`config.mk`:
```
export PLATFORM = sky130hd
export DESIGN_NAME = wash_sequencer
export DESIGN_NICKNAME = d
export VERILOG_FILES = /design/src/rtl/wash_pkg.sv /design/src/rtl/wash_phase_decode.sv /design/src/rtl/wash_sequencer.sv
export SDC_FILE = /design/constraint.sdc
export NUM_CORES = 1
export LEC_CHECK = 0
export ABC_AREA = 1
export BUFFER_PORTS_ARGS = -buffer_cell sky130_fd_sc_hd__buf_4
export CAP_MARGIN = 40
export CELL_PAD_IN_SITES_DETAIL_PLACEMENT = 0
export CELL_PAD_IN_SITES_GLOBAL_PLACEMENT = 1
export CORE_MARGIN = 2
export CORE_UTILIZATION = 37
export DETAILED_ROUTE_END_ITERATION = 7
export PLACE_DENSITY_LB_ADDON = 0.1
export SLEW_MARGIN = 20
export SYNTH_ARGS = -nofsm -noshare
export SYNTH_HDL_FRONTEND = slang
export SYNTH_SLANG_ARGS = --single-unit
```
`constraint.sdc`:
```
create_clock -name cp -period 4.86 [get_ports cp]
set_input_delay 0.972 -clock cp [delete_from_list [all_inputs] [get_ports cp]]
set_output_delay 0.972 -clock cp [all_outputs]
set_load 0.01 [all_outputs]
```
`src/rtl/wash_pkg.sv`:
```
// -----------------------------------------------------------------------------
// wash_pkg
// Shared definitions for the wash program run stage:
//   - phase index constants PH_WFILL..PH_DSPIN
//   - run-stage FSM state type
//   - bit positions/widths of the 26-bit packed phase-duration word
//     (MSB first: wfill[3] wash[4] wdrain[3] wspin[3] rfill[3] rinse[4]
//      rdrain[3] dspin[3]); the mode/timing setter packs with the same layout
//   - actuator decode function (phase -> valve/motor enables)
// -----------------------------------------------------------------------------
package wash_pkg;

  localparam int WORD_W = 26;
  // Widest possible program is 7*6 + 15*2 = 72 seconds.
  localparam int SUM_W  = 7;

  localparam logic [2:0] PH_WFILL  = 3'd0;
  localparam logic [2:0] PH_WASH   = 3'd1;
  localparam logic [2:0] PH_WDRAIN = 3'd2;
  localparam logic [2:0] PH_WSPIN  = 3'd3;
  localparam logic [2:0] PH_RFILL  = 3'd4;
  localparam logic [2:0] PH_RINSE  = 3'd5;
  localparam logic [2:0] PH_RDRAIN = 3'd6;
  localparam logic [2:0] PH_DSPIN  = 3'd7;

  localparam int WFILL_LSB  = 23;
  localparam int WFILL_W    = 3;
  localparam int WASH_LSB   = 19;
  localparam int WASH_W     = 4;
  localparam int WDRAIN_LSB = 16;
  localparam int WDRAIN_W   = 3;
  localparam int WSPIN_LSB  = 13;
  localparam int WSPIN_W    = 3;
  localparam int RFILL_LSB  = 10;
  localparam int RFILL_W    = 3;
  localparam int RINSE_LSB  = 6;
  localparam int RINSE_W    = 4;
  localparam int RDRAIN_LSB = 3;
  localparam int RDRAIN_W   = 3;
  localparam int DSPIN_LSB  = 0;
  localparam int DSPIN_W    = 3;

  typedef enum logic [1:0] {
    ST_IDLE = 2'd0,
    ST_RUN  = 2'd1,
    ST_HOLD = 2'd2,
    ST_DONE = 2'd3
  } state_e;

  typedef struct packed {
    logic inlet;
    logic wash;
    logic drain;
    logic spin;
  } act_t;

  // Spin phases keep the drain open so spun-out water can leave the drum.
  // Fill and drain are on disjoint phases, so they can never be open together.
  function automatic act_t act_decode(input logic [2:0] ph);
    act_t a;
    a = '0;
    case (ph)
      PH_WFILL, PH_RFILL:   a.inlet = 1'b1;
      PH_WASH, PH_RINSE:    a.wash  = 1'b1;
      PH_WDRAIN, PH_RDRAIN: a.drain = 1'b1;
      PH_WSPIN, PH_DSPIN: begin
        a.drain = 1'b1;
        a.spin  = 1'b1;
      end
      default: a = '0;
    endcase
    return a;
  endfunction

endpackage

```
`src/rtl/wash_phase_decode.sv`:
```
// -----------------------------------------------------------------------------
// wash_phase_decode
// Combinational unpack of the 26-bit phase-duration word into eight 4-bit
// durations (phase i occupies dur_flat[4*i +: 4]) and their zero-extended sum.
// Ports:
//   phase_times  in   packed durations, MSB first (layout in wash_pkg)
//   dur_flat     out  8 x 4-bit durations, phase 0 in the low nibble
//   total        out  sum of all eight durations (0..72)
// -----------------------------------------------------------------------------
module wash_phase_decode
  import wash_pkg::*;
(
  input  logic [WORD_W-1:0] phase_times,
  output logic [31:0]       dur_flat,
  output logic [SUM_W-1:0]  total
);

  always_comb begin
    dur_flat = '0;
    dur_flat[4*PH_WFILL  +: 4] = 4'(phase_times[WFILL_LSB  +: WFILL_W]);
    dur_flat[4*PH_WASH   +: 4] = 4'(phase_times[WASH_LSB   +: WASH_W]);
    dur_flat[4*PH_WDRAIN +: 4] = 4'(phase_times[WDRAIN_LSB +: WDRAIN_W]);
    dur_flat[4*PH_WSPIN  +: 4] = 4'(phase_times[WSPIN_LSB  +: WSPIN_W]);
    dur_flat[4*PH_RFILL  +: 4] = 4'(phase_times[RFILL_LSB  +: RFILL_W]);
    dur_flat[4*PH_RINSE  +: 4] = 4'(phase_times[RINSE_LSB  +: RINSE_W]);
    dur_flat[4*PH_RDRAIN +: 4] = 4'(phase_times[RDRAIN_LSB +: RDRAIN_W]);
    dur_flat[4*PH_DSPIN  +: 4] = 4'(phase_times[DSPIN_LSB  +: DSPIN_W]);
  end

  always_comb begin
    total = '0;
    for (int i = 0; i < 8; i++) begin
      total = total + SUM_W'(dur_flat[4*i +: 4]);
    end
  end

endmodule

```
`src/rtl/wash_sequencer.sv`:
```
// -----------------------------------------------------------------------------
// wash_sequencer
// Run-stage engine: latches the packed phase durations on start, counts each
// of the eight phases down on the 1 s tick and drives the actuators.
// Optional build macro: WASH_DOOR_INTERLOCK_EN (adds door_open / door_err).
// Ports:
//   cp, rst          clock, synchronous active-high reset
//   tick             1 s time-base pulse
//   start            latch phase_times and begin (ignored while busy)
//   abort            return to IDLE at once, no done pulse
//   pause            level, freeze the countdown with all actuators off
//   phase_times      26-bit packed durations
//   door_open        (interlock build) acts as pause in RUN
//   door_err         (interlock build) sticky door-opened-while-running flag
//   phase            current phase 0..7
//   phase_left       seconds left in current phase
//   total_left       seconds left in whole program
//   busy             high in RUN or HOLD
//   done             one-cycle pulse on completion
//   inlet_valve, wash_motor, drain_valve, spin_motor   actuator enables
//   state_dbg        current FSM state (state_e encoding)
// Control priority each cycle: rst > abort > start > pause > tick.
// -----------------------------------------------------------------------------
module wash_sequencer
  import wash_pkg::*;
#(
  parameter int TICK_W  = 1,
  parameter int TOTAL_W = 7
) (
  input  logic               cp,
  input  logic               rst,
  input  logic [TICK_W-1:0]  tick,
  input  logic               start,
  input  logic               abort,
  input  logic               pause,
  input  logic [25:0]        phase_times,
`ifdef WASH_DOOR_INTERLOCK_EN
  input  logic               door_open,
  output logic               door_err,
`endif
  output logic [2:0]         phase,
  output logic [3:0]         phase_left,
  output logic [TOTAL_W-1:0] total_left,
  output logic               busy,
  output logic               done,
  output logic               inlet_valve,
  output logic               wash_motor,
  output logic               drain_valve,
  output logic               spin_motor,
  output logic [1:0]         state_dbg
);

  state_e             state_q, state_d;
  logic [2:0]         phase_q, phase_d;
  logic [3:0]         phase_left_q, phase_left_d;
  logic [TOTAL_W-1:0] total_q, total_d;
  logic [31:0]        dur_q, dur_d;
  logic               done_q, done_d;
  logic               busy_q, busy_d;
  act_t               act_q, act_d;

  logic [31:0]        new_dur;
  logic [SUM_W-1:0]   new_sum;
  logic [2:0]         next_ph;
  logic               hold_req;

  wash_phase_decode u_decode (
    .phase_times (phase_times),
    .dur_flat    (new_dur),
    .total       (new_sum)
  );

`ifdef WASH_DOOR_INTERLOCK_EN
  logic door_err_q, door_err_d;

  // An open door holds the program exactly like pause, and keeps holding
  // until both the door is shut and pause is released.
  assign hold_req = pause | door_open;

  always_comb begin
    door_err_d = door_err_q;
    if (abort) begin
      door_err_d = 1'b0;
    end else if (start && (state_q == ST_IDLE || state_q == ST_DONE)) begin
      door_err_d = 1'b0;
    end else if (state_q == ST_RUN && door_open) begin
      door_err_d = 1'b1;
    end
  end

  always_ff @(posedge cp) begin
    if (rst) begin
      door_err_q <= 1'b0;
    end else begin
      door_err_q <= door_err_d;
    end
  end

  assign door_err = door_err_q;
`else
  assign hold_req = pause;
`endif

  always_comb begin
    state_d      = state_q;
    phase_d      = phase_q;
    phase_left_d = phase_left_q;
    total_d      = total_q;
    dur_d        = dur_q;
    done_d       = 1'b0;
    next_ph      = phase_q + 3'd1;

    if (abort) begin
      state_d      = ST_IDLE;
      phase_d      = PH_WFILL;
      phase_left_d = 4'd0;
      total_d      = '0;
    end else begin
      case (state_q)
        ST_IDLE, ST_DONE: begin
          if (start) begin
            state_d      = ST_RUN;
            dur_d        = new_dur;
            phase_d      = PH_WFILL;
            phase_left_d = new_dur[4*PH_WFILL +: 4];
            total_d      = TOTAL_W'(new_sum);
          end
        end
        ST_RUN: begin
          if (hold_req) begin
            state_d = ST_HOLD;
          end else if (phase_left_q == 4'd0) begin
            // Phase boundary: this cycle never consumes a tick, so a
            // zero-length phase is visible for exactly one cycle.
            if (phase_q == PH_DSPIN) begin
              state_d      = ST_DONE;
              done_d       = 1'b1;
              phase_left_d = 4'd0;
              total_d      = '0;
            end else begin
              phase_d      = next_ph;
              phase_left_d = dur_q[{next_ph, 2'b00} +: 4];
            end
          end else if (tick[0]) begin
            phase_left_d = phase_left_q - 4'd1;
            total_d      = total_q - TOTAL_W'(1);
          end
        end
        ST_HOLD: begin
          if (!hold_req) begin
            state_d = ST_RUN;
          end
        end
        default: state_d = ST_IDLE;
      endcase
    end

    // Outputs are registered from next-state values so they change in the
    // same cycle as the phase they belong to.
    busy_d = (state_d == ST_RUN) || (state_d == ST_HOLD);
    act_d  = (state_d == ST_RUN) ? act_decode(phase_d) : '0;
  end

  always_ff @(posedge cp) begin
    if (rst) begin
      state_q      <= ST_IDLE;
      phase_q      <= PH_WFILL;
      phase_left_q <= 4'd0;
      total_q      <= '0;
      dur_q        <= '0;
      done_q       <= 1'b0;
      busy_q       <= 1'b0;
      act_q        <= '0;
    end else begin
      state_q      <= state_d;
      phase_q      <= phase_d;
      phase_left_q <= phase_left_d;
      total_q      <= total_d;
      dur_q        <= dur_d;
      done_q       <= done_d;
      busy_q       <= busy_d;
      act_q        <= act_d;
    end
  end

  assign phase       = phase_q;
  assign phase_left  = phase_left_q;
  assign total_left  = total_q;
  assign busy        = busy_q;
  assign done        = done_q;
  assign inlet_valve = act_q.inlet;
  assign wash_motor  = act_q.wash;
  assign drain_valve = act_q.drain;
  assign spin_motor  = act_q.spin;
  assign state_dbg   = state_q;

endmodule

```
; ---- Yosys cells after proc, flatten, opt, wreduce, memory -nomap -nowiden
; Index checks and enable logic that the tools add are counted.
[totals]
reg_bits = 48
latchBits = 0
ram_bits = 0
romBits = 0
in_bits = 32
out_inout_bits = 22
wordCells = 89
mem_count = 0
[classes]
addsub = 10
multipliers = 0
div_mod_pow = 0
n_lt_le_gt_ge = 0
n_eq_ne = 17
n_shift = 1
muxes = 30
n_bitwise = 4
n_reduce_logical = 16
[op_table]
columns = operator, count
row1 = adder 7 x 3 -> 7 bit, 5
row2 = two-way mux 7 bit, 5
row3 = variable part select 32 x 6 -> 4 bit, 1
row4 = two-way mux 4 bit, 5
row5 = == test 3 bit (second input constant), 5
row6 = two-way mux 3 bit, 5
row7 = one-hot mux 7 bit (2 select lines), 1
row8 = two-way mux 2 bit, 6
row9 = OR reduction 2 bit, 6
row10 = one-hot mux 4 bit (2 select lines), 1
row11 = adder 7 x 4 -> 7 bit, 1
row12 = subtractor 7 x 1 -> 7 bit (second input constant), 1
row13 = == test 2 bit (second input constant), 3
row14 = == test 3 x 2 -> 1 bit (second input constant), 2
row15 = inequality test 3 bit (second input constant), 2
row16 = one-hot mux 2 bit (3 select lines), 1
row17 = one-hot mux 3 bit (2 select lines), 1
row18 = adder 3 x 4 -> 5 bit, 1
row19 = two-way mux 1 bit, 5
row20 = AND reduction 5 bit, 1
row21 = OR reduction 5 bit, 1
row22 = == test 2 x 1 -> 1 bit (second input constant), 2
row23 = logical NOT 4 bit, 1
row24 = inequality test 2 bit (second input constant), 2
row25 = other kinds (11), 14

; ---- Logic depth before layout (Yosys ltp)
[depth]
word_depth = 9
ltp_mapped = 21
mapped_depth_nobuf = 21

; ---- Modules after synthesis
; Synthesis repeated with hierarchy kept, for this count alone.
[hier_totals]
hier_cells = 519
hier_area_um2 = 3748.6
[by_module_without_submodules]
columns = mod, instances, cells_each, area_each_um2, seq_area_each_um2
row1 = wash_sequencer, 1, 403, 2772.7, 1081.0
row2 = wash_phase_decode, 1, 116, 975.9, 0.0

; ---- Worst setup path after synthesis
; Ideal clock, no wire load.
[synth_path]
path_kind = input-to-reg
start = input port phase_times[19]
end = register total_q[5] (netlist: total_left[5])
setup_time_ps = 117
t_arrival_ps = 4668
setup_slack_ps = 75
path_stages = 17
path_buffers = 0
cell_sequence = ha_1 -> fa_1 -> xor2_1 -> fa_1 -> inv_1 -> fa_1 -> fa_1 -> fa_1 -> fa_1 -> inv_1 -> nand2_1 -> nand2_1 -> a21oi_1 -> nor2_1 -> nor2_1 -> nor2_1 -> nor2_1
[synth_via]
elab_chain_len = 9
[synth_rtl]
columns = element, line_no
row1 = start: declaration, wash_sequencer.sv:36  ; input logic [25:0] phase_times,
row2 = adder 3 x 4 -> 5 bit, wash_phase_decode.sv:33  ; total = total + SUM_W'(dur_flat[4*i +: 4]);
row3 = adder 7 x 3 -> 7 bit (3 in a row), wash_phase_decode.sv:33
row4 = adder 7 x 4 -> 7 bit, wash_phase_decode.sv:33
row5 = adder 7 x 3 -> 7 bit (2 in a row), wash_phase_decode.sv:33
row6 = two-way mux 7 bit, wash_sequencer.sv:121  ; if (start) begin
row7 = one-hot mux 7 bit (2 select lines), wash_sequencer.sv:119  ; case (state_q)
row8 = end signal: assignment, wash_sequencer.sv:178  ; total_q <= total_d;
row9 = end: declaration, wash_sequencer.sv:56  ; logic [TOTAL_W-1:0] total_q, total_d;
; Every way passes these cells. The select of a mux whose other input is x is not followed.
; A chain may end at the register's enable or synchronous reset.

; ---- Worst setup path after layout
; Ends and elaborated chain as after synthesis.

==> metrics <==
status finished, final reports clean; part of the cycle the worst path needs 0.947; PnR worst setup slack 258 ps; FP Rows 33; Slew Viols, Final 0; total gr overflow 0; sequential area share after synthesis 0.300; largest net degree at the start of global routing 28; routed via count 2,984; Layout area overhead 21.0%; final std cells w/o fill 613; syn nets 523; H-tree levels 2; worst-case vdd ir drop 0.000210 V; post-route ant nets 0; Final HPWL DP 6730 µm; Inst Count DP 605; fin nets 581; initial antenna violation count 0; Pre-Repair DR Iteration Count 4; Cells after Synth 449; drc violations 0; reg-to-reg slack, setup 2420 ps; number of diodes 0; Avg WL per Cell 13.7 µm; final setup vio count 0; IO Count 54; Worst Path Required 5110 ps; Initial Util 0.386; register bit count reported by yosys 48; Worst setup SP type input port; number of global-route vias before repair 3,059; leakage power 1.88 nW; Num Clock Sinks 48; final WL 8420 µm; RSZ-0062 raised after global routing no; Longest Clk Path Bufs 2; largest driver fanout on the critical path 2; Yosys warning count 0; total power 1.42 mW; root buffer cell clkbuf_8; f_max 217 MHz; share of layout cells above drive strength 1 0.165; die width 97.0 µm; worst hold slack 458 ps; Cell Area, Synth 3200 µm²; gr usage total 0.190; power per cell area 367 nW/µm²; worst r2r dst wash_motor; clock latency on the worst-skew pair 300 ps; crit path from phase_times[19]; worst hold path type reg2reg; Setup WS pre-CTS -207 ps; clock-pin slew on the worst setup and hold paths 100 ps; gpl congestion 0.828; Via density 4.87; worst reg2reg startpoint phase[0]; Setup crit end kind flip-flop; cts bufs inserted 5; synth unique cells 29; Initial DRC Count 112; clock tree from TritonCTS done; min Tclk post-route 4600 ps; WS Path Type in2reg; die span in y 97.0 µm; number of buffers added on ports 53; max_cap viols 0; Worst slew margin 0.454; core area 8300 µm²; Avg Cell Area, Syn 7.13 µm²; Tightest Pin Transition 817 ps; WP data arrival 4850 ps; Final Hold Fails 0; first-pass GRT wire length 14,600 µm; FF-to-FF path depth 13; die area 9410 µm²; Critical Path Sink total_left[5]; Post-Route Skew 7.05 ps
## where the power goes
part | leakage (nW) | total, mW | switching, mW | internal, mW
combinational | 1.43 | 0.678 | 0.374 | 0.304
clock | 0.0541 | 0.297 | 0.145 | 0.153
sequential | 0.393 | 0.446 | 0.0218 | 0.424
## cell usage in the layout, fill, tap and decap left out
master and count:
nand4_1 4, o2111ai_1 1, nand2_4 1, clkinvlp_4 1, xor2_1 2, a21oi_2 1, bufinv_16 1, a21oi_1 37
nor4_1 1, a31oi_1 1, buf_4 63, o211ai_1 5, o21ai_0 52, o21ai_1 1, fa_2 2, dfxtp_1 48
clkbuf_8 5, inv_2 3, nand3_2 1, o21a_1 1, xnor2_1 1, nor2_1 51, nor2_2 1, nor3_1 5
fa_1 13, ha_1 27, nor2_4 1, nand2_2 3, nand3_1 27, clkinv_2 1, inv_1 79, a21boi_0 1
nand2_1 67
## critical path: stages
cell and delay (ps):
buf_4 110, ha_1 230, fa_2 360, xor2_1 160, fa_1 480, inv_1 50
fa_1 480, fa_1 510, fa_2 470, fa_1 440, inv_2 60, nand2_1 60
nand2_1 60, a21oi_1 70, nand2_1 60, nand2_1 40, nor2_1 100, nor2_1 50
nor2_1 70
## metal layers
metal  vias up  track usage  wire, µm
met4         0       0.0412        77
met2        41        0.324      4010
li1       1549            -         -
met1      1390        0.256      4030
met3         4       0.0246       300
met5         -            0         0
## how the worst min path moves through the flow
stage	start	end	slack, ps	cells past startpoint
global placement	dur_q[10]	dur_q[10]	440	2
floorplan	dur_q[2]	dur_q[2]	430	2
finish	dur_q[9]	dur_q[9]	460	2
CTS	dur_q[9]	dur_q[9]	460	2
global route	dur_q[8]	dur_q[8]	480	2
detailed placement	dur_q[9]	dur_q[9]	450	2
## flip-flops by register name, indices dropped and copies added (netlist names)
name         count
busy             1
done             1
drain_valve      1
dur_q           26
inlet_valve      1
phase            3
phase_left       4
spin_motor       1
state_dbg        2
total_left       7
wash_motor       1
## cells by family after synthesis
group / synth area share
fa+ha+maj: 0.199
simple gates: 0.216
xor+xnor: 0.00821
buf+inv: 0.111
compound gates: 0.165
flops: 0.300
## cell usage after synthesis
cell type | count | area [µm²]
nor2_1 | 51 | 191
nand3_2 | 1 | 10.0
o211ai_1 | 5 | 37.5
o21ai_0 | 52 | 260
clkbuf_1 | 9 | 33.8
xnor2_1 | 1 | 8.76
nand2_1 | 67 | 251
nand2_2 | 3 | 18.8
nand4_1 | 4 | 25.0
o21a_1 | 1 | 7.51
dfxtp_1 | 48 | 961
a31oi_1 | 1 | 6.26
inv_2 | 2 | 7.51
xor2_1 | 2 | 17.5
nor3_1 | 5 | 25.0
nor2_2 | 1 | 6.26
ha_1 | 27 | 338
inv_1 | 80 | 300
a21oi_2 | 1 | 8.76
o2111ai_1 | 1 | 8.76
a21oi_1 | 37 | 185
nand2_4 | 1 | 11.3
a21boi_0 | 1 | 7.51
fa_1 | 15 | 300
nand3_1 | 27 | 135
nor2_4 | 1 | 11.3
buf_2 | 3 | 15.0
nor4_1 | 1 | 6.26
o21ai_1 | 1 | 5.00
## area by class of cell
type / instances / area [µm²]
fill: 876 / 4430
multi-input combinational: 307 / 1890
sequential: 48 / 961
timing repair buffer: 63 / 473
inverter: 82 / 308
tap: 105 / 131
clock buffer: 5 / 68.8
clock inverter: 3 / 42.5
## stage by stage
stage                     cell area [µm²]   util  TNS, ps
after global routing                 3870  0.467        0
after floorplan                      3200      -        0
after CTS                            3870  0.466        0
after global placement               3760  0.453     -535
final                                3870  0.467        0
after detailed placement             3760  0.453     -708
## repair_timing
action | in CTS | in global routing
hold buffers | 0 | 0
setup endpoints to repair | 0 | 3
setup buffers | 0 | 0
gates resized for setup | 0 | 3
No activity file was read; power rests on OpenSTA's default activity.
